===== src/rtl/intc_pkg.sv =====
// Shared definitions for the interrupt controller: register map, source count
// default and the position of the ID "any pending" flag.
package intc_pkg;

  localparam int INTC_N_SRC      = 5;
  localparam int INTC_ID_VLD_BIT = 31;

  localparam logic [2:0] INTC_PEND = 3'd0;
  localparam logic [2:0] INTC_MASK = 3'd1;
  localparam logic [2:0] INTC_MODE = 3'd2;
  localparam logic [2:0] INTC_ID   = 3'd3;
  localparam logic [2:0] INTC_RAW  = 3'd4;
  localparam logic [2:0] INTC_OVF  = 3'd5;

endpackage


===== src/rtl/intc_src_cell.sv =====
// One interrupt source: 3-flop synchronizer, rising-edge detect and the
// PEND/OVF state for that source in either edge or level mode.
module intc_src_cell
  import intc_pkg::*;
(
  input  logic clk,
  input  logic rst,
  input  logic irq,
  input  logic edge_mode,
  input  logic pend_clr,
  input  logic ovf_clr,
  output logic pend,
  output logic ovf,
  output logic raw
);

  logic       s1_q, s1_d;
  logic       s2_q, s2_d;
  logic       s3_q, s3_d;
  logic [2:0] warm_q, warm_d;
  logic       pend_q, pend_d;
  logic       ovf_q, ovf_d;
  logic       edge_ev;
  logic       set;

  // warm_q[2] marks s3 as holding a real sample, so a request already high at
  // reset release is not mistaken for a rising edge.
  always_comb begin
    s1_d    = irq;
    s2_d    = s1_q;
    s3_d    = s2_q;
    warm_d  = {warm_q[1:0], 1'b1};
    edge_ev = s2_q & ~s3_q & warm_q[2];
    set     = edge_mode ? edge_ev : s2_q;
    pend_d  = set | (pend_q & ~pend_clr);
    ovf_d   = (edge_mode & edge_ev & pend_q & ~pend_clr) | (ovf_q & ~ovf_clr);
  end

  always_ff @(posedge clk or negedge rst) begin
    if (!rst) begin
      s1_q   <= 1'b0;
      s2_q   <= 1'b0;
      s3_q   <= 1'b0;
      warm_q <= 3'b000;
      pend_q <= 1'b0;
      ovf_q  <= 1'b0;
    end else begin
      s1_q   <= s1_d;
      s2_q   <= s2_d;
      s3_q   <= s3_d;
      warm_q <= warm_d;
      pend_q <= pend_d;
      ovf_q  <= ovf_d;
    end
  end

  assign pend = pend_q;
  assign ovf  = ovf_q;
  assign raw  = s2_q;

endmodule


===== src/rtl/int_ctrl.sv =====
// Memory-mapped interrupt controller driving the core INT vector; holds MASK,
// MODE and the registered INT, plus the ID priority encoder and read mux.
module int_ctrl
  import intc_pkg::*;
#(
  parameter int N_SRC = INTC_N_SRC,
  parameter int DW    = 32
) (
  input  logic             clk,
  input  logic             rst,
  input  logic [N_SRC-1:0] irq_src,
  input  logic             we,
  input  logic [2:0]       a,
  input  logic [DW-1:0]    d,
  output logic [DW-1:0]    q,
  output logic [N_SRC-1:0] INT
);

  logic [N_SRC-1:0] mask_q, mask_d;
  logic [N_SRC-1:0] mode_q, mode_d;
  logic [N_SRC-1:0] int_vec_q, int_vec_d;
  logic [N_SRC-1:0] pend;
  logic [N_SRC-1:0] ovf;
  logic [N_SRC-1:0] raw;
  logic [N_SRC-1:0] pend_clr;
  logic [N_SRC-1:0] ovf_clr;
  logic [N_SRC-1:0] pend_masked;
  logic             unused_d;

  assign unused_d = ^d[DW-1:N_SRC];

  // Lowest set index wins priority.
  function automatic logic [2:0] lowest_idx(input logic [N_SRC-1:0] v);
    logic [2:0] idx;
    idx = 3'd0;
    for (int i = N_SRC - 1; i >= 0; i--) begin
      if (v[i]) idx = 3'(i);
    end
    return idx;
  endfunction

  for (genvar i = 0; i < N_SRC; i++) begin : g_src
    intc_src_cell u_cell (
      .clk       (clk),
      .rst       (rst),
      .irq       (irq_src[i]),
      .edge_mode (mode_q[i]),
      .pend_clr  (pend_clr[i]),
      .ovf_clr   (ovf_clr[i]),
      .pend      (pend[i]),
      .ovf       (ovf[i]),
      .raw       (raw[i])
    );
  end

  always_comb begin
    pend_masked = pend & mask_q;
    pend_clr    = (we && a == INTC_PEND) ? d[N_SRC-1:0] : '0;
    ovf_clr     = (we && a == INTC_OVF)  ? d[N_SRC-1:0] : '0;
    mask_d      = (we && a == INTC_MASK) ? d[N_SRC-1:0] : mask_q;
    mode_d      = (we && a == INTC_MODE) ? d[N_SRC-1:0] : mode_q;
    int_vec_d   = pend_masked;
  end

  always_ff @(posedge clk or negedge rst) begin
    if (!rst) begin
      mask_q    <= '0;
      mode_q    <= '0;
      int_vec_q <= '0;
    end else begin
      mask_q    <= mask_d;
      mode_q    <= mode_d;
      int_vec_q <= int_vec_d;
    end
  end

  assign INT = int_vec_q;

  // Read path is combinational and forced to zero while reset is held.
  always_comb begin
    q = '0;
    if (rst) begin
      case (a)
        INTC_PEND: q[N_SRC-1:0] = pend;
        INTC_MASK: q[N_SRC-1:0] = mask_q;
        INTC_MODE: q[N_SRC-1:0] = mode_q;
        INTC_ID: begin
          if (|pend_masked) begin
            q[INTC_ID_VLD_BIT] = 1'b1;
            q[2:0]             = lowest_idx(pend_masked);
          end
        end
        INTC_RAW:  q[N_SRC-1:0] = raw;
        INTC_OVF:  q[N_SRC-1:0] = ovf;
        default:   q = '0;
      endcase
    end
  end

endmodule


===== config.mk =====
export PLATFORM = sky130hd
export DESIGN_NAME = int_ctrl
export DESIGN_NICKNAME = d
export VERILOG_FILES = /design/src/rtl/intc_pkg.sv /design/src/rtl/intc_src_cell.sv /design/src/rtl/int_ctrl.sv
export SDC_FILE = /design/constraint.sdc
export NUM_CORES = 1
export LEC_CHECK = 0
export CAP_MARGIN = 40
export CORE_ASPECT_RATIO = 2
export CORE_MARGIN = 4
export CORE_UTILIZATION = 39
export DETAILED_ROUTE_END_ITERATION = 6
export GPL_ROUTABILITY_DRIVEN = 0
export PLACE_DENSITY = 0.76
export RECOVER_POWER = 25
export SYNTH_ARGS = -nofsm -noshare
export SYNTH_HDL_FRONTEND = slang
export SYNTH_SLANG_ARGS = --single-unit

===== constraint.sdc =====
create_clock -name clk -period 1.4 [get_ports clk]
set_input_delay 0.28 -clock clk [delete_from_list [all_inputs] [get_ports clk]]
set_output_delay 0.28 -clock clk [all_outputs]
set_load 0.02 [all_outputs]

After elaboration in Yosys (flattened, before gate mapping)
Cells that the tools add are included.
- bitwise logic cells: 61
- eq/ne operators: 5
- reduce and logical (&&, ||, !) cells: 6
- muxes and demuxes: 18
- operators with widths (operator ; number):
    $and A1 B1 Y1 ; 35
    $mux W32 ; 1
    $mux W3 ; 6
    $pmux W3 S6 ; 1
    $not A1 Y1 ; 15
    $mux W5 ; 2
    $or A1 B1 Y1 ; 10
    $pmux W2 S5 ; 1
    $mux W1 ; 7
    $eq A3 B2 Y1 const B ; 2
    $eq A3 B3 Y1 const B ; 2
    $and A5 B5 Y5 ; 1
    $reduce_or A5 Y1 ; 1
    $logic_and A1 B1 Y1 ; 4
    $eq A3 B1 Y1 const B ; 1
    $logic_not A3 Y1 ; 1
- bits in registers: 55
- output and inout bits: 37
- input port bits: 43
- logic and storage cells: 123

Logic depth before layout (Yosys ltp)
- word-level depth: 9
- gate-level depth with buffers: 6
- depth with buffers taken out: 5

Hierarchy
Synthesis repeated with hierarchy kept, for this count alone.
- cells, all modules: 206
- area, all modules: 2409.8 µm²
- by module, submodules not included (module ; area each (µm²) ; sequential area each (µm²) ; cells each ; instances):
    intc_src_cell ; 242.7 ; 200.2 ; 16 ; 5
    int_ctrl ; 1196.1 ; 375.4 ; 126 ; 1

Worst setup path after synthesis
Ideal clock, no wire load.
- path type: input-to-output
- start point: input a[2]
- end point: output q[3]
- setup slack: -0.124 ns
- data required time: 1.120 ns
- buffers on the path: 2
- stages on the path: 5
- data arrival time: 1.244 ns
- cells stage by stage: buf_6 -> buf_12 -> nor2_1 -> nand3_1 -> a21boi_0
- longest elaborated chain between the ends: 3
- elaborated cells on any way between the ends: 7
- those cells by class: eq/ne (4); mux (2); reduce/logical (1)
- ends and longest elaborated chain (item ; line ; text):
    from (decl) ; int_ctrl.sv:13 ; input logic [2:0] a,
    $eq A3 B3 Y1 (tied with other cells) ; int_ctrl.sv:83 ; case (a)
    $pmux W2 S5 (*) ; int_ctrl.sv:83 ;
    $mux W32 (*) ; int_ctrl.sv:82 ; if (rst) begin
    to (decl) ; int_ctrl.sv:15 ; output logic [DW-1:0] q,
Every way passes the cells marked *; elsewhere a longest branch is shown, timed or not.

Final worst setup path
- start point: register mask_q[3]
- end point: output q[1]
- longest elaborated chain between the ends: 8
- elaborated cells on any way between the ends: 9
- those cells by class: mux (7); bitwise (1); reduce/logical (1)
- ends and longest elaborated chain (item ; line ; text):
    from (decl) ; int_ctrl.sv:19 ; logic [N_SRC-1:0] mask_q, mask_d;
    from (signal assigned) ; int_ctrl.sv:71 ; mask_q <= mask_d;
    $and A5 B5 Y5 (*) ; int_ctrl.sv:57 ; pend_masked = pend & mask_q;
    $mux W3 (4 in a row) ; int_ctrl.sv:37 ; if (v[i]) idx = 3'(i);
    $mux W3 (*) ; int_ctrl.sv:88 ; if (|pend_masked) begin
    $pmux W3 S6 (*) ; int_ctrl.sv:83 ;
    $mux W32 (*) ; int_ctrl.sv:82 ;
Marked as above.

==> impl_metrics.ini <==
[power_and_ir_drop]
swShare = 0.289
cellInternalPower_uw = 2310
leakage_uw = 0.00128
share_clk_of_total_power = 0.241
power.ir.vdd_worst_mv = 0.920
seq_power_share = 0.471
power.share.combinational = 0.288
power_per_cell_area_mw_per_mm2 = 1190
p_sw_uw = 939

[floorplan]
die_width_um = 59.3
dieArea_mm2 = 0.00657
core.rowCount = 37
initial_utilization = 0.400
core_region_area_mm2 = 0.00514
floorplan.io_pins = 80
fp.dieH_um = 111

[grt]
gr-max-usage-layer = met2
maximum_number_of_pins_on_one_net_before_global_route_repair = 22
grt_util_met3 = 0.0221
grt_pass1_wl_um = 7450
via_count_of_the_first_global_routing_pass = 1594
final_global_route_overflow_total = 0
grt_antenna_before_repair = 0
grt_use_total = 0.150
grt.met2_usage = 0.263
grt_use_met1 = 0.157

[clock_tree]
path_clk_slew_ps = 80
clkLatencyLatePin_ps = 300
cts.sinks = 43
htree_levels = 2
cts_tree = yes
clockBufferDepth = 2
cts_buffers = 5
root_buffer = clkbuf_8

[timing]
timing.clock.skew_ps = 8.36
setup_ws_ps = -430
timing.hold.ws_ps = 248
slew_violations = 0
timing.final.crit_share = 1.31
finalWorstPathRequiredPeriod_ps = 1830
final-hold-violation-count = 0
rsz0062_at_grt = yes
final_setup_violation_count = 6
fmax_mhz = 547

[cells_and_area]
finish.utilization = 0.532
final_nets = 296
num-fill-cells = 437
area_growth_pct = 33.0
n_antenna_cell = 0
drive_gt1_frac = 0.340

[critical_path]
timing.setup.critical_path_class = reg -> out
ff2ff_setup_slack_ps = 450
worst_ep_required_time_ps = 1120
worst_r2r_dst = mask_q[2]
critical_path_arrival_ps = 1550
timing.rr.start = mask_q[2]
startpoint_type = register
critical_path.max_fanout = 4
reg2reg_depth = 2
endpoint_kind = output port

[placement]
pre_cts_ws_ps = -1040
dpl.hpwl_um = 3390
number_of_buffers_inserted_by_port_buffering = 26

[job]
timing.max_cap.violations = 0

[min_path]
hold_path_class = in -> async

[logic_synthesis]
yosysWarnings = 0
multiplexer_fraction_of_the_synthesized_cell_area = 0.108
syn_area_mm2 = 0.00206
synth-edff-count = 0
complex_gate_fraction_of_the_synthesized_area = 0.0858
synth_seq_area_share = 0.523
synthesis.instances = 179
synth_adder_area_share = 0
average_footprint_of_a_synthesized_cell_um2 = 11.5
yosys.area_share.simple = 0.156
synth_top_family_by_area = simple AND/OR/NAND/NOR gates
postSynth.topFlopCell = dfrtp_1
yosysUniqueCellTypes = 33
yosys.area_share.xor_xnor = 0
ys_seq_elements = 43
synth_async_sr_flop_share = 1.00

[route]
drtIter0Drc = 27
post-route-drc-count = 0
routedWlPerCell_um = 14.8
vias = 1493
first_pass_iters = 4
ant_nets = 0
wirelength_routed_um = 4600
via_per_inst = 4.80

[status]
violations = setup timing
result_of_the_run = complete, but fails checks
-- timing repair --
action | 4_1_cts | 5_1_grt
pin swaps | 3 | 1
endpoints found under the hold margin | 10 | 0
gates resized for setup | 63 | 12
hold buffers | 1 | 0
setup buffers | 5 | 0
gates cloned | 1 | 0
setup endpoints to repair | 31 | 11
-- power groups by stage --
stage / logic, uW / registers (uW) / clock network [uW]
floorplan: 450 / 1580 / 0
global placement: 855 / 1540 / 0
detailed placement: 878 / 1550 / 0
CTS: 921 / 1520 / 814
global route: 1000 / 1550 / 848
finish: 935 / 1530 / 781
-- cells by family (layout without fill, tap and decap cells) --
group	count (synthesis)	after routing
AND/OR/NAND/NOR	57	57
flip-flops	43	43
buffers and inverters	33	82
AO/OA/AOI/OAI	26	26
multiplexers	18	18
other	2	27
-- through the flow --
stage	instance area [um^2]	setup TNS (ps)	power [uW]	cells
floorplan	2160	-26.3	2030	204
global placement	2540	-16270	2400	298
detailed placement	2540	-16840	2420	298
CTS	2740	-2430	3260	312
global route	2730	-2720	3400	311
finish	2730	-2290	3240	311
-- routing by layer --
layer	share of wire	up-vias
met4	0.046	0
met1	0.36	715
met5	0	-
met3	0.065	13
met2	0.53	61
li1	-	704
-- how the worst max path moves through the flow --
stage / from / to
2_1_floorplan: a[2] / q[0]
3_3_place_gp: a[2] / q[1]
3_5_place_dp: a[2] / q[1]
4_1_cts: mask_q[3] / q[1]
5_1_grt: g_src[1].u_cell.pend / q[1]
6_report: mask_q[3] / q[1]
-- critical path, stage by stage, from the launching register on --
cell and delay (ps):
dfrtp_2 450, buf_6 120, a22oi_2 190, o22ai_1 130, o21a_2 200, buf_4 150
-- cells in the final DEF, fill, tap and decap left out, types with 2 or more instances in the layout --
cell,instances
a21oi_2,2
or2_1,2
a22oi_2,2
nand4b_1,5
mux2i_1,6
nor2_1,2
clkbuf_8,6
buf_4,36
o2bb2ai_1,5
and2_1,3
buf_2,3
inv_1,3
mux2_4,4
clkbuf_1,4
buf_6,11
dlygate4sd2_1,5
mux4_2,2
nand2_1,33
dfrtp_1,42
o21a_2,3
clkdlybuf4s50_1,11
o22ai_1,2
nand3_1,4
mux2_2,6
a21oi_1,2
conb_1,27
o21ai_0,5
nand2b_1,2
-- sequential cells by signal (all words and copies together) (netlist names) --
register and flops:
INT 5, g_src.u_cell.ovf 5, g_src.u_cell.raw 5, mask_q 5, g_src.u_cell.s1_q 5, g_src.u_cell.warm_q 3
mode_q 5, g_src.u_cell.pend 5, g_src.u_cell.s3_q 5
-- cells in the mapped netlist (all sizes together) (4+ instances only) --
| master | number | share of area |
|---|---|---|
| dfrtp | 43 | 0.52 |
| nand2 | 33 | 0.060 |
| buf | 30 | 0.12 |
| mux2 | 10 | 0.055 |
| mux2i | 6 | 0.029 |
| nand4b | 5 | 0.021 |
| o21ai | 5 | 0.012 |
| o2bb2ai | 5 | 0.021 |
| a21oi | 4 | 0.0097 |
| nand3 | 4 | 0.0097 |
-- area by class of cell --
cell class,count,area [um^2],share of cell area
clock inverters,1,5.00,0.00183
repair buffers,72,599,0.219
inverters,3,11.3,0.00412
well taps,58,72.6,0.0265
multi-input cells,128,886,0.324
clock buffers,6,82.6,0.0302
flip-flops and latches,43,1080,0.394
Note: power is estimated with default switching activity, not from simulation.
